**config.mk**
```make
export PLATFORM = sky130hd
export DESIGN_NAME = urv_dm_wb_bridge
export DESIGN_NICKNAME = d
export VERILOG_FILES = /design/src/rtl/urv_dm_wb_bridge_pkg.sv /design/src/rtl/urv_dm_wb_bridge_timeout.sv /design/src/rtl/urv_dm_wb_bridge.sv
export SDC_FILE = /design/constraint.sdc
export NUM_CORES = 1
export LEC_CHECK = 0
export CORE_ASPECT_RATIO = 1.5
export CORE_MARGIN = 2
export CORE_UTILIZATION = 38
export DETAILED_ROUTE_END_ITERATION = 12
export PLACE_DENSITY = 0.87
export RECOVER_POWER = 100
export SYNTH_ARGS = -nofsm -noshare
export SYNTH_HDL_FRONTEND = slang
export SYNTH_HIERARCHICAL = 1
export SYNTH_SLANG_ARGS = --single-unit
```
**constraint.sdc**
```tcl
create_clock -name clk_i -period 2.8 [get_ports clk_i]
set_input_delay 0.42 -clock clk_i [delete_from_list [all_inputs] [get_ports clk_i]]
set_output_delay 0.42 -clock clk_i [all_outputs]
set_load 0.1 [all_outputs]
```
**src/rtl/urv_dm_wb_bridge_pkg.sv**
```systemverilog
// Shared definitions for the uRV data-memory to Wishbone bridge.
//   bridge_state_t   : FSM state encodings (IDLE / REQ / WAIT)
//   URV_BUS_ERR_DATA : load data returned when an access ends on err or timeout
//   word_align()     : clears the byte-offset bits of a byte address
package urv_dm_wb_bridge_pkg;

  typedef enum logic [1:0] {
    BRIDGE_IDLE = 2'd0,
    BRIDGE_REQ  = 2'd1,
    BRIDGE_WAIT = 2'd2
  } bridge_state_t;

  localparam logic [31:0] URV_BUS_ERR_DATA = 32'h0000_0000;

  function automatic logic [31:0] word_align(input logic [31:0] addr);
    return {addr[31:2], 2'b00};
  endfunction

endpackage

```
**src/rtl/urv_dm_wb_bridge_timeout.sv**
```systemverilog
// urv_bus_timeout: saturating bus-cycle counter for the data-memory bridge.
//   clk_i, rst_n_i : clock, asynchronous active-low reset
//   clr_i          : restart counting from zero (a new access was accepted)
//   en_i           : count this cycle (bus cycle in progress)
//   expired_o      : the count reaches g_timeout at the coming clock edge
// With g_timeout = 0 the counter is removed and expired_o is tied low.
module urv_bus_timeout
  import urv_dm_wb_bridge_pkg::*;
#(
  parameter int g_timeout = 255
) (
  input  logic clk_i,
  input  logic rst_n_i,
  input  logic clr_i,
  input  logic en_i,
  output logic expired_o
);

  if (g_timeout == 0) begin : g_off
    logic unused_inputs;
    assign unused_inputs = &{1'b0, clk_i, rst_n_i, clr_i, en_i};
    assign expired_o     = 1'b0;
  end else begin : g_on
    localparam int            CW    = $clog2(g_timeout + 1);
    localparam logic [CW-1:0] LIMIT = CW'(g_timeout);

    logic [CW-1:0] cnt_q;
    logic [CW-1:0] cnt_d;

    // Saturates at LIMIT so a long-stalled cycle can never wrap back to zero.
    always_comb begin
      cnt_d = cnt_q;
      if (clr_i) begin
        cnt_d = '0;
      end else if (en_i && (cnt_q != LIMIT)) begin
        cnt_d = cnt_q + 1'b1;
      end
    end

    always_ff @(posedge clk_i or negedge rst_n_i) begin
      if (!rst_n_i) begin
        cnt_q <= '0;
      end else begin
        cnt_q <= cnt_d;
      end
    end

    // Looks at the next count so the access ends on the edge the limit is hit,
    // giving exactly g_timeout cycles of cyc.
    assign expired_o = en_i && !clr_i && (cnt_d == LIMIT);
  end

endmodule

```
**src/rtl/urv_dm_wb_bridge.sv**
```systemverilog
// urv_dm_wb_bridge: runs the uRV core's single-cycle data-memory requests as
// Wishbone B4 pipelined master cycles and returns completion pulses.
//   clk_i, rst_n_i      : clock, asynchronous active-low reset
//   dm_addr_i           : byte address
//   dm_data_s_i         : store data (lane-replicated)
//   dm_data_select_i    : byte-lane enables
//   dm_load_i/store_i   : request pulses, honoured only while dm_ready_o = 1
//   dm_ready_o          : bridge can take a request this cycle
//   dm_data_l_o         : load data, valid with dm_load_done_o
//   dm_load_done_o      : load completion pulse
//   dm_store_done_o     : store completion pulse (posted or on termination)
//   dm_bus_error_o      : access ended on err or timeout
//   wb_*                : Wishbone B4 pipelined master port
module urv_dm_wb_bridge
  import urv_dm_wb_bridge_pkg::*;
#(
  parameter int g_timeout       = 255,
  parameter int g_posted_stores = 1
) (
  input  logic        clk_i,
  input  logic        rst_n_i,
  input  logic [31:0] dm_addr_i,
  input  logic [31:0] dm_data_s_i,
  input  logic [3:0]  dm_data_select_i,
  input  logic        dm_load_i,
  input  logic        dm_store_i,
  output logic        dm_ready_o,
  output logic [31:0] dm_data_l_o,
  output logic        dm_load_done_o,
  output logic        dm_store_done_o,
  output logic        dm_bus_error_o,
  output logic [31:0] wb_adr_o,
  output logic [31:0] wb_dat_o,
  output logic [3:0]  wb_sel_o,
  output logic        wb_we_o,
  output logic        wb_cyc_o,
  output logic        wb_stb_o,
  input  logic [31:0] wb_dat_i,
  input  logic        wb_ack_i,
  input  logic        wb_err_i,
  input  logic        wb_stall_i
);

  bridge_state_t state_q, state_d;

  logic [31:0] adr_q, adr_d;
  logic [31:0] dat_q, dat_d;
  logic [3:0]  sel_q, sel_d;
  logic        we_q, we_d;
  logic [31:0] data_l_q, data_l_d;
  logic        load_done_q, load_done_d;
  logic        store_done_q, store_done_d;
  logic        bus_error_q, bus_error_d;
  // High in the cycle after termination; keeps dm_ready_o low in the done cycle.
  logic        term_q, term_d;

  logic busy;
  logic accept;
  logic tmo_expired;
  logic term;
  logic term_err;

  assign busy     = (state_q != BRIDGE_IDLE);
  assign accept   = dm_ready_o && (dm_load_i || dm_store_i);
  assign term     = busy && (wb_ack_i || wb_err_i || tmo_expired);
  // err outranks a simultaneous ack; a timeout is always an error.
  assign term_err = wb_err_i || tmo_expired;

  urv_bus_timeout #(
    .g_timeout (g_timeout)
  ) u_timeout (
    .clk_i     (clk_i),
    .rst_n_i   (rst_n_i),
    .clr_i     (accept),
    .en_i      (busy),
    .expired_o (tmo_expired)
  );

  always_comb begin
    state_d      = state_q;
    adr_d        = adr_q;
    dat_d        = dat_q;
    sel_d        = sel_q;
    we_d         = we_q;
    data_l_d     = data_l_q;
    load_done_d  = 1'b0;
    store_done_d = 1'b0;
    bus_error_d  = 1'b0;
    term_d       = 1'b0;

    case (state_q)
      BRIDGE_IDLE: begin
        if (accept) begin
          adr_d   = word_align(dm_addr_i);
          dat_d   = dm_data_s_i;
          sel_d   = dm_data_select_i;
          // A load pulsed together with a store wins; the store is dropped.
          we_d    = !dm_load_i;
          state_d = BRIDGE_REQ;
          if (!dm_load_i && (g_posted_stores != 0)) begin
            store_done_d = 1'b1;
          end
        end
      end
      BRIDGE_REQ: begin
        if (!wb_stall_i) begin
          state_d = BRIDGE_WAIT;
        end
      end
      BRIDGE_WAIT: begin
        state_d = BRIDGE_WAIT;
      end
      default: begin
        state_d = BRIDGE_IDLE;
      end
    endcase

    // Termination overrides the REQ->WAIT step so zero-wait slaves finish in REQ.
    if (term) begin
      state_d     = BRIDGE_IDLE;
      term_d      = 1'b1;
      bus_error_d = term_err;
      if (!we_q) begin
        load_done_d = 1'b1;
        data_l_d    = term_err ? URV_BUS_ERR_DATA : wb_dat_i;
      end else if (g_posted_stores == 0) begin
        store_done_d = 1'b1;
      end
    end
  end

  always_ff @(posedge clk_i or negedge rst_n_i) begin
    if (!rst_n_i) begin
      state_q      <= BRIDGE_IDLE;
      adr_q        <= '0;
      dat_q        <= '0;
      sel_q        <= '0;
      we_q         <= 1'b0;
      data_l_q     <= '0;
      load_done_q  <= 1'b0;
      store_done_q <= 1'b0;
      bus_error_q  <= 1'b0;
      term_q       <= 1'b0;
    end else begin
      state_q      <= state_d;
      adr_q        <= adr_d;
      dat_q        <= dat_d;
      sel_q        <= sel_d;
      we_q         <= we_d;
      data_l_q     <= data_l_d;
      load_done_q  <= load_done_d;
      store_done_q <= store_done_d;
      bus_error_q  <= bus_error_d;
      term_q       <= term_d;
    end
  end

  // cyc/stb decode the state register, so reset drops them without a clock edge.
  assign wb_cyc_o        = busy;
  assign wb_stb_o        = (state_q == BRIDGE_REQ);
  assign wb_adr_o        = adr_q;
  assign wb_dat_o        = dat_q;
  assign wb_sel_o        = sel_q;
  assign wb_we_o         = we_q;
  assign dm_ready_o      = (state_q == BRIDGE_IDLE) && !term_q;
  assign dm_data_l_o     = data_l_q;
  assign dm_load_done_o  = load_done_q;
  assign dm_store_done_o = store_done_q;
  assign dm_bus_error_o  = bus_error_q;

endmodule

```
==> flow_summary_export.csv <==
group,metric,value,unit
synthesis,ys.flop_type,"dfrtp_1",
clock_tree,clk_pin_slew_worst_paths,60,ps
cells_and_area,synthToLayoutAreaGrowth,58.4,%
grt,grt_util_all_layers,19.0,%
detailed_routing,detailroute.via_count,3637,
clock_tree,max-clock-path-buffers,2,
sta,hold_violations,0,
detailed_routing,ant_nets,0,
clock_tree,clkSinkCount,113,
grt,grt-ovfl-total,0,
cells_and_area,design.final.nets,703,
setup_path,worst_setup_path_start_kind,"flop",
grt,antenna_found_initial,0,
cells_and_area,drive_gt1_share,43.1,%
synthesis,synth_warnings,6,
sta,final.min_clock_period,2760,ps
grt,first_global_vias,3995,
sta,rsz0062_at_grt,"true",
cells_and_area,n_diodes,0,
place,routabilityCongestion,0.843,
synthesis,synth_simple_gate_area_share,7.02,%
sta,final.period_utilization,98.7,%
synthesis,synth.area.mux_share,24.1,%
die,boundaryPins,214,
sta,worst_clock_skew,8.83,ps
sta,tightest_slew,1330,ps
setup_path,setup.worst_path.end_class,"flop",
place,place.detailed.instances,713,
worst_hold_path,min-delay-path-class,"in2async",
die,std_cell_rows,50,
clock_tree,cts_hold_buffers,0,
die,fp.coreArea,0.0124,mm²
setup_path,required,3120,ps
setup_path,crit-reg2reg-launch,"state_q[1]",
detailed_routing,drt-wirelength-per-cell,17.0,µm
clock_tree,cts.htree.levels,4,
die,overall_die_width,95.9,µm
setup_path,worst-r2r-setup-slack,40,ps
clock_tree,tritoncts,"done",
synthesis,synth_adder_area_share,1.04,%
synthesis,synth_seq_area_share,58.8,%
setup_path,cp-startpoint,"state_q[1]",
sta,timing.setup.tns,0,ps
detailed_routing,detail_route.first_pass.iterations,4,
sta,setup_viol,0,
place,post_placement_cell_area,0.00681,mm²
synthesis,async_reset_ff_share,100,%
place,place.port_buffers,209,
detailed_routing,drt_first_iter_violations,111,
setup_path,criticalPathCategory,"reg2reg",
detailed_routing,wirelength,12900,µm
clock_tree,clk_latency,400,ps
synthesis,synth_xor_xnor_area_share,0.364,%
sta,slew_violations,0,
outcome,run_status,"finished, final reports clean",
setup_path,timing.critical_path.fanout_max,7,
sta,timing.fmax,362,MHz
synthesis,avgSynthCellArea,13.6,µm²
die,die-area,0.0136,mm²
detailed_routing,drc,0,
synthesis,mappedNetlistArea,0.00481,mm²
synthesis,synth_seq_cells,113,
die,die_h,142,µm
synthesis,number_of_enable_type_register_cells_in_the_synthesized_netlist,0,
flow_run,max_cap_viol_count,0,
cells_and_area,instances_no_fill,761,
sta,worst_slew_margin_rel,11.4,%
synthesis,dominant_combinational_cell_family_by_area_after_synthesis,"multiplexers",
clock_tree,cts_bufs_inserted,17,
synthesis,synthesized_area_fraction_occupied_by_ao_oa_aoi_and_oai_cells,2.34,%
cells_and_area,layout.cell_area.non_filler,0.00762,mm²
grt,grt_pass1_wl,19600,µm
clock_tree,root_buffer,"clkbuf_16",
grt,grt_max_degree,70,
sta,final.hold.worst_slack,295,ps
die,floorplan.initialDensity,38.7,%
synthesis,syn-instance-count,353,
synthesis,post_synth_num_cell_types,41,
place,hpwl_after_detailed_placement,8890,µm
setup_path,wp_data_arrival,3080,ps
detailed_routing,routed_via_density,4.78,
## cell usage after synthesis, drive strengths merged, types with 2 or more instances
| library cell | count | share of area [%] |
|---|---|---|
| a211oi | 2 | 0.31 |
| a21oi | 5 | 0.52 |
| a31oi | 2 | 0.26 |
| and3 | 2 | 0.36 |
| and4 | 2 | 0.42 |
| buf | 14 | 3.2 |
| clkbuf | 4 | 0.31 |
| dfrtp | 113 | 59 |
| ha | 4 | 1.0 |
| inv | 36 | 2.8 |
| mux2 | 67 | 17 |
| mux2i | 33 | 6.9 |
| nand2 | 35 | 2.7 |
| nand4 | 3 | 0.39 |
| nor2 | 6 | 0.47 |
| nor3 | 5 | 0.86 |
| nor3b | 2 | 0.31 |
| o21bai | 2 | 0.31 |
## routing by layer
metal | vias up | track usage, % | share of wire, %
li1 | 1655 | - | -
met1 | 1793 | 19.5 | 35
met2 | 170 | 34.9 | 57
met3 | 19 | 6.21 | 6.8
met4 | 0 | 7.14 | 1.4
met5 | - | 0 | 0
## worst max-delay path: stages (launching register included)
cell,delay [ps]
dfrtp_1,390
inv_2,80
ha_4,160
clkinvlp_4,120
and3_4,210
nor3b_4,150
nor3_2,200
nand3_1,140
nor4_4,370
nor3_4,100
nor3_4,180
buf_4,190
buf_12,150
mux2i_4,220
## logic make-up after synthesis
kind of cell	Yosys count
AO/OA/AOI/OAI	16
XOR/XNOR	2
adder cells (fa/ha/maj)	4
buffers and inverters	54
flip-flops	113
multiplexers	100
other	1
AND/OR/NAND/NOR	63
## sequential cells by signal, summed over array words and instances, names as in the netlist
register / flops
dm_data_l_o: 32
wb_dat_o: 32
wb_adr_o: 30
u_timeout/g_on.cnt_q: 8
wb_sel_o: 4
state_q: 2
dm_bus_error_o: 1
dm_load_done_o: 1
dm_store_done_o: 1
term_q: 1
wb_we_o: 1
## through the flow
step / setup WS (ps) / utilization [%]
4_1_cts: 5.13 / 60.5
3_5_place_dp: -220 / 54.7
3_3_place_gp: -23.0 / 54.7
6_report: 36.3 / 61.2
5_1_grt: -97.0 / 61.2
2_1_floorplan: -333 / -
## cell type report
class | count | area, µm²
sequential | 113 | 2830
tap | 156 | 195
inverter | 36 | 139
multi-input combinational | 187 | 1800
timing repair buffer | 237 | 2130
fill | 938 | 4830
clock inverter | 15 | 113
clock buffer | 17 | 425
## worst paths after layout
path	end	cells past startpoint
worst max-delay path	dm_data_l_o[30]	13
worst min-delay path	wb_dat_o[8]	1
worst max register to register	dm_data_l_o[30]	13
worst min register to register	wb_adr_o[30]	1
max in group asynchronous	wb_adr_o[8]	2
min in group clk_i	wb_adr_o[30]	1
## placed cells by master (no fill, tap or decap), types with 2 or more instances in the layout
master           instances
mux2_2                  47
a21oi_1                  4
o21bai_1                 2
clkinv_2                 3
mux2i_2                  2
clkinv_4                 2
and4_4                   2
a211oi_2                 2
nor3_4                   2
and3_4                   2
dfrtp_1                113
clkdlybuf4s50_1        103
clkbuf_16               18
inv_2                    2
conb_1                   2
buf_6                    2
buf_4                  124
inv_1                   33
clkinvlp_4               7
mux2i_1                 30
mux2_4                  20
inv_6                    4
ha_1                     2
nand2_1                 35
nand4_1                  3
buf_12                   4
nor3_2                   3
nor2_1                   5
## timing repair
action                     in CTS  in global routing
gates cloned                    2                  1
resized for setup              15                 10
buffers inserted                6                  9
pin swaps                       5                  9
setup endpoints to repair      33                 33
Power is not shown: default switching activity piles up to over one toggle a cycle in this logic, so the estimate is an artifact.
